### config.mk
export PLATFORM = sky130hd
export DESIGN_NAME = conv_encoder_k4
export DESIGN_NICKNAME = d
export VERILOG_FILES = /design/src/rtl/conv_encoder_k4.sv
export SDC_FILE = /design/constraint.sdc
export NUM_CORES = 1
export LEC_CHECK = 0
export ABC_AREA = 1
export BUFFER_PORTS_ARGS = -buffer_cell sky130_fd_sc_hd__buf_2
export CORE_ASPECT_RATIO = 1.5
export CORE_MARGIN = 2
export CORE_UTILIZATION = 40
export CTS_BUF_LIST = sky130_fd_sc_hd__clkbuf_8
export DETAILED_ROUTE_END_ITERATION = 8
export HOLD_SLACK_MARGIN = 0.03
export PLACE_DENSITY = 0.68
export SETUP_SLACK_MARGIN = 0.02
export SLEW_MARGIN = 20
export SYNTH_ARGS = -nofsm -noshare
export SYNTH_HDL_FRONTEND = slang
export SYNTH_SLANG_ARGS = --single-unit
export TNS_END_PERCENT = 1
### constraint.sdc
create_clock -name clk -period 2.44 [get_ports clk]
set_clock_uncertainty 0.1 [all_clocks]
set_input_delay 0.244 -clock clk [delete_from_list [all_inputs] [get_ports clk]]
set_output_delay 0.244 -clock clk [all_outputs]
set_load 0.05 [all_outputs]
### src/rtl/conv_encoder_k4.sv
// conv_encoder_k4: rate-1/2, constraint-length-4 (8-state) convolutional encoder.
// Every frame starts from state 0 and is flushed with three zero tail bits, so the
// trellis always terminates in state 0.
//
// Ports:
//   clk         clock, rising edge
//   rst         asynchronous reset, active-low
//   enable      low: synchronous abort, hold idle
//   in_valid    input bit valid
//   in_bit      data bit
//   in_last     last data bit of the frame (qualified by in_valid)
//   in_ready    encoder accepts in_bit this cycle
//   out_valid   out_sym is valid
//   out_sym     {p1,p0} code symbol
//   out_last    final tail symbol of the frame
//   out_ready   downstream accepts out_sym
//   busy        high while in DATA or TAIL
//   frame_done  one-cycle pulse when the last tail symbol is handed off
module conv_encoder_k4 #(
    parameter logic [3:0]  G0        = 4'b1111,
    parameter logic [3:0]  G1        = 4'b1101,
    parameter int unsigned FRAME_LEN = 256,
    parameter int unsigned CNT_W     = 9
) (
    input  logic       clk,
    input  logic       rst,
    input  logic       enable,
    input  logic       in_valid,
    input  logic       in_bit,
    input  logic       in_last,
    output logic       in_ready,
    output logic       out_valid,
    output logic [1:0] out_sym,
    output logic       out_last,
    input  logic       out_ready,
    output logic       busy,
    output logic       frame_done
);

    typedef enum logic [1:0] {StIdle, StData, StTail} state_e;

    localparam logic [CNT_W-1:0] CntOne  = CNT_W'(1);
    localparam logic [CNT_W-1:0] LastIdx = CNT_W'(FRAME_LEN - 1);

    state_e           state_q, state_d;
    logic [2:0]       sr_q, sr_d;
    logic [CNT_W-1:0] cnt_q, cnt_d;
    logic [1:0]       tcnt_q, tcnt_d;
    logic             out_valid_q, out_valid_d;
    logic [1:0]       out_sym_q, out_sym_d;
    logic             out_last_q, out_last_d;

    logic       can_load;
    logic       accept;
    logic       tail_go;
    logic       term;
    logic       u;
    logic [3:0] window;
    logic [1:0] sym;

    // Output register is free when empty or being drained this cycle.
    assign can_load = !out_valid_q || out_ready;
    assign in_ready = enable && (state_q != StTail) && can_load;
    assign accept   = in_valid && in_ready;
    assign tail_go  = enable && (state_q == StTail) && can_load;

    // In IDLE cnt is 0, so cnt == LastIdx also covers a one-bit FRAME_LEN.
    assign term = in_last || (cnt_q == LastIdx);

    // Tail symbols encode a zero input.
    assign u      = accept ? in_bit : 1'b0;
    assign window = {u, sr_q};
    assign sym    = {^(window & G1), ^(window & G0)};

    always_comb begin
        state_d     = state_q;
        sr_d        = sr_q;
        cnt_d       = cnt_q;
        tcnt_d      = tcnt_q;
        out_valid_d = out_valid_q;
        out_sym_d   = out_sym_q;
        out_last_d  = out_last_q;

        if (accept || tail_go) begin
            out_valid_d = 1'b1;
            out_sym_d   = sym;
            out_last_d  = tail_go && (tcnt_q == 2'd2);
        end else if (out_ready) begin
            out_valid_d = 1'b0;
            out_last_d  = 1'b0;
        end

        unique case (state_q)
            StIdle: begin
                if (accept) begin
                    sr_d  = {in_bit, sr_q[2:1]};
                    cnt_d = CntOne;
                    if (term || FRAME_LEN == 1) begin
                        state_d = StTail;
                        tcnt_d  = 2'd0;
                    end else begin
                        state_d = StData;
                    end
                end
            end
            StData: begin
                if (accept) begin
                    sr_d  = {in_bit, sr_q[2:1]};
                    cnt_d = cnt_q + CntOne;
                    if (term) begin
                        state_d = StTail;
                        tcnt_d  = 2'd0;
                    end
                end
            end
            StTail: begin
                if (tail_go) begin
                    sr_d   = {1'b0, sr_q[2:1]};
                    tcnt_d = tcnt_q + 2'd1;
                    if (tcnt_q == 2'd2) begin
                        // Three zeros have been shifted in, so sr is back to 0.
                        state_d = StIdle;
                        cnt_d   = '0;
                        tcnt_d  = 2'd0;
                    end
                end
            end
            default: state_d = StIdle;
        endcase

        // Abort discards any partial frame; out_sym keeps its last value.
        if (!enable) begin
            state_d     = StIdle;
            sr_d        = 3'd0;
            cnt_d       = '0;
            tcnt_d      = 2'd0;
            out_valid_d = 1'b0;
            out_last_d  = 1'b0;
        end
    end

    always_ff @(posedge clk or negedge rst) begin
        if (!rst) begin
            state_q     <= StIdle;
            sr_q        <= 3'd0;
            cnt_q       <= '0;
            tcnt_q      <= 2'd0;
            out_valid_q <= 1'b0;
            out_sym_q   <= 2'd0;
            out_last_q  <= 1'b0;
        end else begin
            state_q     <= state_d;
            sr_q        <= sr_d;
            cnt_q       <= cnt_d;
            tcnt_q      <= tcnt_d;
            out_valid_q <= out_valid_d;
            out_sym_q   <= out_sym_d;
            out_last_q  <= out_last_d;
        end
    end

    assign out_valid  = out_valid_q;
    assign out_sym    = out_sym_q;
    assign out_last   = out_last_q;
    assign busy       = (state_q != StIdle);
    assign frame_done = out_valid_q && out_ready && out_last_q;

endmodule

**Yosys cells after proc, flatten, opt, wreduce, memory -nomap -nowiden**

Cells that the tools add are included.

- Flip-flop bits (word level): 20
- Bits in latches: 0
- Bits in writable memories: 0
- Bits in read-only memories: 0
- Input port bits: 7
- Output and inout port bits: 7
- Logic and storage cells: 75
- Memories kept: 0

- Add/subtract/negate cells: 2
- $mul: 0
- Div/mod/pow operators: 0
- Order comparisons: 0
- Equality and inequality tests: 15
- Shifts and indexed selects: 0
- Multiplexer cells: 30
- Bitwise logic cells: 0
- Reductions and logical operators: 21

Operators with widths:

| cell | count |
|---|---|
| $mux W9 | 5 |
| $pmux W9 S3 | 1 |
| $mux W2 | 12 |
| $ne A3 B2 Y1 const B | 4 |
| $ne A3 B3 Y1 const B | 4 |
| $reduce_and A5 Y1 | 2 |
| $add A9 B1 Y9 const B | 1 |
| $eq A9 B8 Y1 const B | 1 |
| $mux W3 | 3 |
| $logic_and A1 B1 Y1 | 8 |
| $reduce_xor A4 Y1 | 2 |
| $mux W1 | 6 |
| $pmux W2 S3 | 1 |
| $pmux W3 S2 | 1 |
| $eq A2 B2 Y1 const B | 2 |
| $ne A4 B1 Y1 const B | 1 |
| $pmux W2 S2 | 1 |
| $reduce_and A4 Y1 | 1 |
| $logic_or A1 B1 Y1 | 3 |
| $ne A3 B1 Y1 const B | 1 |
| $reduce_and A3 Y1 | 1 |
| $add A2 B1 Y2 const B | 1 |
| $eq A2 B1 Y1 const B | 1 |
| $logic_not A2 Y1 | 1 |
| other kinds (4) | 4 |

**Longest topological paths before layout**

Gate-level depths: netlist of the first run.

- Word-level depth: 7
- Gate-level depth with buffers: 13
- Gate-level depth less buffers: 13

**Worst setup path after synthesis of the first run**

No wires, ideal clock.

- Path kind: register -> register
- Start point: register state_q[0]
- End point: register out_sym_q[0] (netlist: out_sym[0])
- Library setup time: 0.066 ns
- Data arrival time: 2.000 ns
- Data required time: 2.274 ns
- Path slack: 0.274 ns
- Cell stages (with the launch flop): 10
- Path buffers: 0
- Clock period less this slack: 2.166 ns
- Cells stage by stage: dfrtp_1 > inv_1 > ha_1 > inv_1 > nand2_1 > nor2_1 > nand4_1 > nand3b_1 > nand3_1 > nand2_1

- Cells in the longest elaborated chain, start to end: 6
- Elaborated cells between the ends (all ways): 10
- Classes of those cells: 2 x eq/ne; 1 x mux; 7 x reduce/logical

RTL lines:

| element | RTL line | text |
|---|---|---|
| start: declaration | 45 | `state_e state_q, state_d;` |
| start signal: assignment | 144 | `state_q <= StIdle;` |
| start signal: assignment | 152 | `state_q <= state_d;` |
| $ne A2 B2 Y1 (*) | 63 | `assign in_ready = enable && (state_q != StTail) && can_load;` |
| $logic_and A1 B1 Y1 (*) (2 in a row) | 63 |  |
| named net in_ready | 31 | `output logic in_ready,` |
| $logic_and A1 B1 Y1 (*) | 64 | `assign accept = in_valid && in_ready;` |
| $mux W1 | 71 | `assign u = accept ? in_bit : 1'b0;` |
| $reduce_xor A4 Y1 | 73 | `assign sym = {^(window & G1), ^(window & G0)};` |
| end signal: assignment | 157 | `out_sym_q <= out_sym_d;` |
| end: declaration | 50 | `logic [1:0] out_sym_q, out_sym_d;` |

Mark *: on every way through the listed nets, which the timed path passes. The rest lies on a longest branch.
A chain may end at the register's enable or synchronous reset.

**Final worst setup path of the first run**

- Start point: register cnt_q[0]
- End point: register state_q[0]

- Cells in the longest elaborated chain, start to end: 6
- Elaborated cells between the ends (all ways): 8
- Classes of those cells: 2 x eq/ne; 4 x mux; 2 x reduce/logical

RTL lines:

| element | RTL line | text |
|---|---|---|
| start: declaration | 47 | `logic [CNT_W-1:0] cnt_q, cnt_d;` |
| start signal: assignment | 154 | `cnt_q <= cnt_d;` |
| $eq A9 B8 Y1 (*) | 68 | `assign term = in_last \|\| (cnt_q == LastIdx);` |
| $logic_or A1 B1 Y1 (*) | 68 |  |
| $mux W2 | 98 | `if (term \|\| FRAME_LEN == 1) begin` |
| $mux W2 | 95 | `if (accept) begin` |
| $pmux W2 S3 | 93 | `unique case (state_q)` |
| $mux W2 | 132 | `if (!enable) begin` |

Mark *: on every way between the ends. The rest lies on a longest branch, timed or not. The select of a mux whose other input is x is not followed.

==> results of run 1 <==
## cells by family (layout without fill, tap and decap cells)
logic type      after synthesis  after routing  synth area share (%)
flops                        20             20                 38.39
simple gates                101            101                 37.91
xor+xnor                      2              2                 1.344
compound gates               20             20                 8.062
buf+inv                      29             44                 9.500
fa+ha+maj                     5              5                 4.798
## worst max-delay path: stages (launching register included)
cell,delay (ps)
dfrtp_1,420
ha_1,240
nand3_1,110
nor2_1,80
nand2_1,80
nor2_1,50
ha_1,170
nor2_1,190
inv_1,80
o21ai_0,160
inv_1,100
nand3_1,120
nand2_1,60
nand2_1,50
## synth_stat cells
| cell type | number |
|---|---|
| nand4_1 | 6 |
| nor3b_1 | 2 |
| o22ai_1 | 1 |
| nor3_1 | 2 |
| and2_4 | 1 |
| nand3_2 | 1 |
| o21ai_0 | 16 |
| nor2_8 | 1 |
| inv_1 | 26 |
| nand2_1 | 47 |
| nor2_4 | 1 |
| buf_6 | 2 |
| inv_2 | 1 |
| nand2_4 | 2 |
| nand3_1 | 16 |
| nand3b_1 | 1 |
| a21oi_1 | 2 |
| nor2_1 | 19 |
| nand2_2 | 1 |
| ha_1 | 5 |
| nand3_4 | 1 |
| o21ai_2 | 1 |
| xnor2_1 | 2 |
| dfrtp_1 | 20 |
## registers in the layout, summed over array words and instances (netlist names)
| register | flops |
|---|---|
| cnt_q | 9 |
| out_last | 1 |
| out_sym | 2 |
| out_valid | 1 |
| sr_q | 3 |
| state_q | 2 |
| tcnt_q | 2 |
## metal layers
metal,share of wire [%],global-route usage [%]
met5,0,0
met4,1.2,5.405
met2,52,28.80
met3,3.2,2.033
met1,43,15.90
## final cells by class
type	instances	area (um^2)	area share (%)
repair buffers	14	75.07	5.186
clock buffers	3	41.29	2.852
flip-flops and latches	20	500.5	34.57
well taps	40	50.05	3.457
inverters	27	101.3	7.001
multi-input cells	128	679.4	46.93
## through the flow
step                      area, um^2  power [mW]  worst slack [ps]  hold slack, ps
after floorplan                 1304       1.004             274.2          -151.6
after global placement          1396       1.124             387.0           122.8
after detailed placement        1396       1.128             380.1           122.0
after CTS                       1448       1.350             352.0           182.6
after global routing            1448       1.437             173.8           208.5
final                           1448       1.335             375.4           175.2
## path summary, 6_finish.rpt
path                                        start  slack [ps]  cells after the start                     end
max                          cnt_q[0]$_DFFE_PN0P_         380                     13  state_q[0]$_DFFE_PN0P_
min                                        in_bit         180                      3     sr_q[2]$_DFFE_PN0P_
max reg2reg                  cnt_q[0]$_DFFE_PN0P_         380                     13  state_q[0]$_DFFE_PN0P_
min reg2reg                out_sym[1]$_DFFE_PN0N_         380                      2  out_sym[1]$_DFFE_PN0N_
max in group asynchronous                     rst        1570                      2     sr_q[0]$_DFFE_PN0P_
min in group asynchronous                     rst         360                      2   tcnt_q[1]$_DFFE_PN0P_
## repair_timing
item,in CTS,in global routing
endpoints found under the hold margin,20,0
hold buffers,1,0
setup buffers,0,0
## power by group
part | leakage, nW | internal, mW | total, mW | switching (mW)
Combinational | 0.433 | 0.204 | 0.673 | 0.469
Sequential | 0.272 | 0.397 | 0.446 | 0.0495
Clock | 0.0216 | 0.110 | 0.216 | 0.106
==> metrics.md, run 1 <==
| Metric | Value |
|---|---|
| Status | finished clean |
| Syn-to-layout area delta | 11.04% |
| Sink Count | 20 |
| Post-route ant nets | 0 |
| Routed wire length | 2553 um |
| # resized after CTS | 0 |
| Commonest non-fill, non-tap cells in the layout | nand2_1 (47), inv_1 (26), dfrtp_1 (20), nor2_1 (19) |
| Layout cells sized above 1 | 13.54% |
| Post-synthesis area per instance | 7.366 um^2 |
| CP Launch Type | register |
| CP Data Arrival Time | 2160 ps |
| Critical path class | reg2reg |
| Antenna cell count | 0 |
| Dpl cells | 228 |
| Cell Rows | 25 |
| Vias in the first global route | 1014 |
| RSZ-0062 raised after global routing | false |
| GRT Overall Usage | 14.79% |
| Worst Hold Class | in2reg |
| Top-level I/O count | 14 |
| Number of synthesis warnings | 0 |
| Critical Path Sink Type | register |
| Core area | 3128 um^2 |
| Final TNS setup | 0 ps |
| Fill cells | 328 |
| Non-Filler Instances | 232 |
| Sequential element share of the synthesized area | 38.39% |
| Fin nets | 206 |
| Final setup viols | 0 |
| Leakage power | 0.7262 nW |
| Slew HR | 70.00% |
| CTS clk-pin slew, worst paths | 70 ps |
| Most common cell after layout, fill and taps aside | nand2_1 |
| Max-slew violation count | 0 |
| Minimum clock period | 2065 ps |
| Drt first pass iters | 4 |
| Maximum level of the CTS H-tree | 1 |
| Post-synth top area share | 38.39% |
| Number of antenna violations at the first check in global routing | 0 |
| CTS tree | done |
| Drt first-iter violations | 13 |
| Via count | 1154 |
| Synthesized cell area | 1304 um^2 |
| CTS Buf Count | 3 |
| Gr ovfl total | 0 |
| Fmax | 484.4 MHz |
| Utilization after layout | 46.28% |
| Root buffer cell | clkbuf_8 |
| Count of state elements after synthesis | 20 |
| Crit path max fanout | 4 |
| Synth unique cells | 24 |
| Chip width | 50.62 um |
| Post-route DRC | 0 |
| Post-synth net total | 189 |
| Worst Tran Pin Value | 450.0 ps |
| Max clock buf depth | 2 |
| Die height | 73.92 um |
| Synth area leader | dfrtp_1 |
| Vias/cell | 4.974 |
| Final hold violations | 0 |
| WL/cell | 11.00 um |
| IO Port Bufs | 13 |
| Largest cells by area after synthesis | dfrtp_1 (38%), nand2_1 (14%), inv_1 (7.5%) |
| Clk_lat worst skew | 260 ps |
| Worst vdd ir | 0.5107 mV |
| Final period utilization | 84.61% |
| Critical Path RT | 2540 ps |
| MaxCap Viol Count | 0 |
| Die ar. | 3741 um^2 |
| PwrDens | 922.2 nW/um^2 |
| First-pass GRT wire length | 4264 um |
| Largest net degree at the start of global routing | 21 |
| Initial Util | 41.68% |
| Final Wtd Congestion | 0.7728 |
| Post-DP HPWL | 1993 um |
| Cells after synthesis | 177 |
No activity file was read; power rests on OpenSTA's default activity.
==> run 2: changes to the inputs <==
==> constraint.sdc (replaced) <==
create_clock -name clk -period 2.1 [get_ports clk]
set_clock_uncertainty 0.1 [all_clocks]
set_input_delay 0.21 -clock clk [delete_from_list [all_inputs] [get_ports clk]]
set_output_delay 0.21 -clock clk [all_outputs]
set_load 0.05 [all_outputs]
==> metrics.md, run 2 (synthesis results as in run 1) <==
| Metric | Value |
|---|---|
| Fmax | 521.1 MHz (+7.6%) |
| Final TNS setup | 0 ps (unchanged) |
| Die ar. | 3741 um^2 (unchanged) |
| Final setup viols | 0 (unchanged) |
| Critical path class | reg2reg |
| Max reg flops | 9 (unchanged) |
| Worst Tran Pin Value | 453.6 ps (+3.615 ps) |
| CP Launch Type | register |
| WL/cell | 11.11 um (+0.96%) |
| Logic pwr share | 50.3% (about the same) |
| Worst-path cell chain | ha_4 -> nand3_2 -> nor2_4 -> nand2_2 -> nor2_2 -> ha_1 -> nor2_2 -> inv_1 -> o21ai_0 -> inv_1 -> nand3_1 -> nand2_1 -> nand2_1 |
| Final hold violations | 0 (unchanged) |
| Global-route met3 utilization | 2.033% (unchanged) |
| Commonest non-fill, non-tap cells in the layout | nand2_1 (46), inv_1 (26), dfrtp_1 (20), o21ai_0 (16) |
| Max clock buf depth | 2 (unchanged) |
| Net switching power | 741.1 uW (+19%) |
| Vias in the first global route | 1101 (+8.6%) |
| Clk_lat worst skew | 260 ps (about the same) |
| Crit path max-delay family | simple AND/OR/NAND/NOR gates |
| Root buffer cell | clkbuf_8 |
| MaxCap Viol Count | 0 (unchanged) |
| Minimum clock period | 1919 ps (-145.7 ps) |
| Design Area, Final | 1519 um^2 (+4.9%) |
| RSZ-0062 raised after global routing | false |
| Initial Util | 41.68% (unchanged) |
| Chip width | 50.62 um (unchanged) |
| DP Area | 1399 um^2 (+0.18%) |
| CTS tree | done |
| Fin nets | 209 (+1.5%) |
| Drt first-iter violations | 17 (+4) |
| Leakage power | 0.7482 nW (+3.0%) |
| Core area | 3128 um^2 (unchanged) |
| Largest regs | cnt_q: 9 flops, sr_q: 3 flops |
| CP max stage cell | dfrtp_1 |
| Die height | 73.92 um (unchanged) |
| Layout cells sized above 1 | 18.88% (+5.3 points) |
| Final Wtd Congestion | 0.8130 (+5.2%) |
| Final period utilization | 91.37% (+6.8 points) |
| Drt first pass iters | 4 (unchanged) |
| Sink Count | 20 (unchanged) |
| Routed wire length | 2622 um (+2.7%) |
| Area of the multi-input gates | 714.4 um^2 (+5.2%) |
| Post-route DRC | 0 (unchanged) |
| CTS Buf Count | 3 (unchanged) |
| Clock group share of total power | 17.9% (+1.7 points) |
| Antenna cell count | 0 (unchanged) |
| Gr ovfl total | 0 (unchanged) |
| Post-placement setup slack | 59.25 ps (-320.8 ps) |
| Number of antenna violations at the first check in global routing | 0 (unchanged) |
| Most common cell after layout, fill and taps aside | nand2_1 |
| IO Port Bufs | 13 (unchanged) |
| CP Buf/Inv Count | 2 (unchanged) |
| Worst vdd ir | 0.5890 mV (+15%) |
| CP Data Arrival Time | 2020 ps (-140 ps) |
| Worst setup margin | 181.1 ps (-194.3 ps) |
| Grt met2 use | 30.56% (+1.8 points) |
| Utilization after layout | 48.56% (+2.3 points) |
| Vias/cell | 4.945 (-0.59%) |
| Slew HR | 69.76% (-0.24 points) |
| Cell Rows | 25 (unchanged) |
| Syn-to-layout area delta | 16.51% |
| Sw Share | 45.19% (-1.6 points) |
| Tot Pwr | 1.640 mW (+23%) |
| First-pass GRT wire length | 4581 um (+7.4%) |
| Crit path max fanout | 3 (-1) |
| Register area | 500.5 um^2 (unchanged) |
| Post-route ant nets | 0 (unchanged) |
| Internal | 898.7 uW (+27%) |
| Via count | 1167 (+1.1%) |
| Critical Path Sink Type | register |
| GRT Overall Usage | 16.08% (+1.3 points) |
| CP max stage delay | 430 ps (about the same) |
| Post-DP HPWL | 2032 um (+1.9%) |
| Met1 Use GR | 17.90% (+2.0 points) |
| Status | finished clean |
| PwrDens | 1080 nW/um^2 (+17%) |
| Reg-to-reg slack, setup | 180 ps (-190 ps) |
| Most used routing layer | met2 |
| Maximum level of the CTS H-tree | 1 (unchanged) |
| Worst Hold Class | in2reg |
| Fill cells | 326 (-0.61%) |
| Max-slew violation count | 0 (unchanged) |
| Critical Path RT | 2200 ps (-340 ps) |
| Largest net degree at the start of global routing | 21 (unchanged) |
| Sequential power share | 31.8% (-1.6 points) |
| CTS clk-pin slew, worst paths | 70 ps (about the same) |
| Top-level I/O count | 14 (unchanged) |
| Largest Register | cnt_q |
[run 2: cell types whose count changed in the layout (fill, tap and decap cells not counted), sizes merged]
cell | before | now
buf | 13 | 16
clkbuf | 3 | 4
[run 2: worst register-to-register path, cell delays in order (launching register included)]
cell     delay, ps
dfrtp_1        430
ha_4           190
nand3_2        100
nor2_4          60
nand2_2         70
nor2_2          40
ha_1           180
nor2_2         170
inv_1           70
o21ai_0        150
inv_1           90
nand3_1        110
nand2_1         60
nand2_1         60
[run 2: power groups by stage]
stage               Clock [mW]  Combinational, mW  Sequential, mW
floorplan                    0              0.587           0.583
global placement             0              0.780           0.525
detailed placement           0              0.782           0.527
CTS                      0.302              0.788           0.520
global route             0.313              0.925           0.535
finish                   0.293              0.825           0.522
[run 2: final timing paths]
check | end | depth (start not counted) | from
max | state_q[0]$_DFFE_PN0P_ | 13 | cnt_q[1]$_DFFE_PN0P_
min | sr_q[2]$_DFFE_PN0P_ | 3 | in_bit
max reg2reg | state_q[0]$_DFFE_PN0P_ | 13 | cnt_q[1]$_DFFE_PN0P_
min reg2reg | out_sym[1]$_DFFE_PN0N_ | 2 | out_sym[1]$_DFFE_PN0N_
max in group asynchronous | sr_q[2]$_DFFE_PN0P_ | 2 | rst
min in group asynchronous | out_sym[0]$_DFFE_PN0N_ | 2 | rst
[run 2: area by class of cell]
class | instances | area share (%)
Timing Repair Buffer | 17 | 6.425
Multi-Input combinational cell | 128 | 47.03
Inverter | 27 | 6.672
Clock buffer | 4 | 3.624
Sequential cell | 20 | 32.95
Tap cell | 40 | 3.295
[run 2: layer usage]
metal / part of all wire [%] / vias up
met5: 0 / -
met3: 2.5 / 5
met1: 42 / 540
li1: - / 605
met2: 54 / 17
met4: 1.7 / 0
[run 2: metrics by stage]
step	cells	hold slack [ps]
after global routing	236	181.9
after detailed placement	228	91.00
after CTS	233	155.2
after floorplan	177	-185.6
final	236	158.4
after global placement	228	94.58
[run 2: timing repair]
| item | in CTS | in global routing |
|---|---|---|
| hold buffers | 1 | 0 |
| endpoints found under the setup margin | 0 | 4 |
| setup buffers | 0 | 3 |
| hold endpoints to repair | 20 | 0 |
| gates resized for setup | 0 | 8 |
==> run 3: changes to the inputs <==
--- a/config.mk
+++ b/config.mk
@@ -14,7 +14,7 @@
 export DETAILED_ROUTE_END_ITERATION = 8
 export HOLD_SLACK_MARGIN = 0.03
 export PLACE_DENSITY = 0.68
-export SETUP_SLACK_MARGIN = 0.02
+export SETUP_SLACK_MARGIN = 0.5
 export SLEW_MARGIN = 20
 export SYNTH_ARGS = -nofsm -noshare
 export SYNTH_HDL_FRONTEND = slang
==> metrics.md, run 3 (synthesis results as in run 1) <==
| Metric | Value |
|---|---|
| Syn-to-layout area delta | 30.71% |
| RSZ-0062 raised after global routing | true |
| Layout cells sized above 1 | 32.85% (+14 points) |
| Worst Tran Pin Value | 492.0 ps (+38.34 ps) |
| CP Data Arrival Time | 1460 ps (-560 ps) |
| Crit path max fanout | 4 (+1) |
| CP max stage delay | 450 ps (+20 ps) |
| MaxCap Viol Count | 0 (unchanged) |
| Worst setup margin | 332.3 ps (+151.1 ps) |
| Post-route DRC | 0 (unchanged) |
| Met3 wire length | 68 um (+3.0%) |
| Sink Count | 20 (unchanged) |
| Root buffer cell | clkbuf_8 |
| Crit path max-delay family | flip-flops |
| Worst Hold Class | in2reg |
| Post-route ant nets | 0 (unchanged) |
| Drt first-iter violations | 27 (+10) |
| Via count | 1197 (+2.6%) |
| Critical path class | reg2out |
| Top routing layer in use | met4 |
| Fin nets | 220 (+5.3%) |
| Die height | 73.92 um (unchanged) |
| Final hold violations | 0 (unchanged) |
| Drt first pass iters | 4 (unchanged) |
| Initial Util | 41.68% (unchanged) |
| Critical Path Sink Type | output port |
| Utilization after layout | 54.48% (+5.9 points) |
| Largest net degree at the start of global routing | 21 (unchanged) |
| CP Buf/Inv Count | 3 (+1) |
| Critical Path RT | 1790 ps (-410 ps) |
| Largest Register | cnt_q |
| Gr ovfl total | 0 (unchanged) |
| Number of antenna violations at the first check in global routing | 0 (unchanged) |
| Final period utilization | 84.18% (-7.2 points) |
| Vias/cell | 4.846 (-2.0%) |
| Worst vdd ir | 0.6178 mV (+4.9%) |
| Routed wire length | 3031 um (+16%) |
| Final TNS setup | 0 ps (unchanged) |
| CTS tree | done |
| Met1 WL | 1268 um (+15%) |
| Cell Rows | 25 (unchanged) |
| GRT Overall Usage | 16.53% (+0.45 points) |
| Post-DP HPWL | 2047 um (+0.72%) |
| WL met2 | 1630 um (+16%) |
| Antenna cell count | 0 (unchanged) |
| DP Area | 1415 um^2 (+1.2%) |
| First-pass GRT wire length | 4692 um (+2.4%) |
| Hold Slack | 143.8 ps (-14.59 ps) |
| CTS Buf Count | 3 (unchanged) |
| Commonest non-fill, non-tap cells in the layout | nand2_1 (44), inv_1 (21), dfrtp_1 (18), nand3_1 (14), buf_4 (14) |
| CP Launch Type | register |
| Chip width | 50.62 um (unchanged) |
| Maximum level of the CTS H-tree | 1 (unchanged) |
| Core area | 3128 um^2 (unchanged) |
| Leakage power | 0.8063 nW (+7.8%) |
| Max reg flops | 9 (unchanged) |
| Die ar. | 3741 um^2 (unchanged) |
| Post-placement setup slack | 183.1 ps (+123.8 ps) |
| Worst-path cell chain | inv_2 -> ha_4 -> inv_1 -> nand2_1 -> nor2_4 -> buf_4 |
| Status | finished clean |
| Top-level I/O count | 14 (unchanged) |
| Clk_lat worst skew | 260 ps (about the same) |
| PwrDens | 1079 nW/um^2 (about the same) |
| Final Wtd Congestion | 0.7782 (-4.3%) |
| Minimum clock period | 1768 ps (-151.1 ps) |
| Max clock buf depth | 2 (unchanged) |
| Vias in the first global route | 1138 (+3.4%) |
| Most common cell after layout, fill and taps aside | nand2_1 |
| Slew HR | 67.20% (-2.6 points) |
| Largest regs | cnt_q: 9 flops, sr_q: 3 flops |
| Design Area, Final | 1704 um^2 (+12%) |
| CP max stage cell | dfrtp_1 |
| CTS clk-pin slew, worst paths | 70 ps (about the same) |
| Max-slew violation count | 0 (unchanged) |
| Final setup viols | 0 (unchanged) |
| IO Port Bufs | 13 (unchanged) |
| WL/cell | 12.27 um (+10%) |
| Fmax | 565.7 MHz (+8.5%) |
==> run 3: path summary, 6_finish.rpt <==
kind                                             start                     end  slack [ps]  depth (start not counted)
worst min register to register  out_sym[1]$_DFFE_PN0N_  out_sym[1]$_DFFE_PN0N_         380                          2
min in group asynchronous                          rst    cnt_q[3]$_DFFE_PN0P_         340                          2
worst min-delay path                            in_bit     sr_q[2]$_DFFE_PN0P_         140                          3
max in group asynchronous                          rst   out_valid$_DFFE_PN0P_        1200                          2
worst max-delay path            state_q[0]$_DFFE_PN0P_                in_ready         330                          6
worst max register to register    cnt_q[1]$_DFFE_PN0P_   tcnt_q[1]$_DFFE_PN0P_         360                         11
==> run 3: timing repair <==
item / in CTS / in global routing
setup buffers: 5 / 8
hold buffers: 1 / 0
pin swaps: 7 / 13
gates resized for setup: 11 / 26
gates cloned: 0 / 1
setup endpoints to repair: 20 / 21
hold endpoints to repair: 20 / 0
==> run 3: worst min-delay path: stages <==
cell	delay, ps
buf_2	110
nand3_1	70
o21ai_0	70
==> run 3: where the power goes <==
part           internal (mW)  total [mW]  switching [mW]  leakage (nW)
clock                  0.130       0.256           0.126        0.0269
sequential             0.463       0.537          0.0743         0.269
combinational          0.388        1.05           0.659         0.510
total                  0.980        1.84           0.859         0.806
==> run 3: per-stage QoR <==
| step | std cells | power (mW) |
|---|---|---|
| after floorplan | 177 | 1.174 |
| after global placement | 228 | 1.310 |
| after detailed placement | 228 | 1.318 |
| after CTS | 238 | 1.616 |
| after global routing | 247 | 1.970 |
| final | 247 | 1.839 |
==> run 3: per-layer routing <==
metal | GRT usage (%) | vias up
li1 | - | 628
met2 | 32.16 | 17
met5 | 0 | -
met1 | 17.09 | 546
met3 | 2.642 | 6
met4 | 7.207 | 0
==> run 3: layout make-up <==
class                   instances  area (um^2)
fillers                       314         1424
multi-input cells             129        829.5
flip-flops and latches         20        503.0
repair buffers                 27        175.2
inverters                      27        101.3
well taps                      40        50.05
clock buffers                   3        41.29
clock inverters                 1        3.754
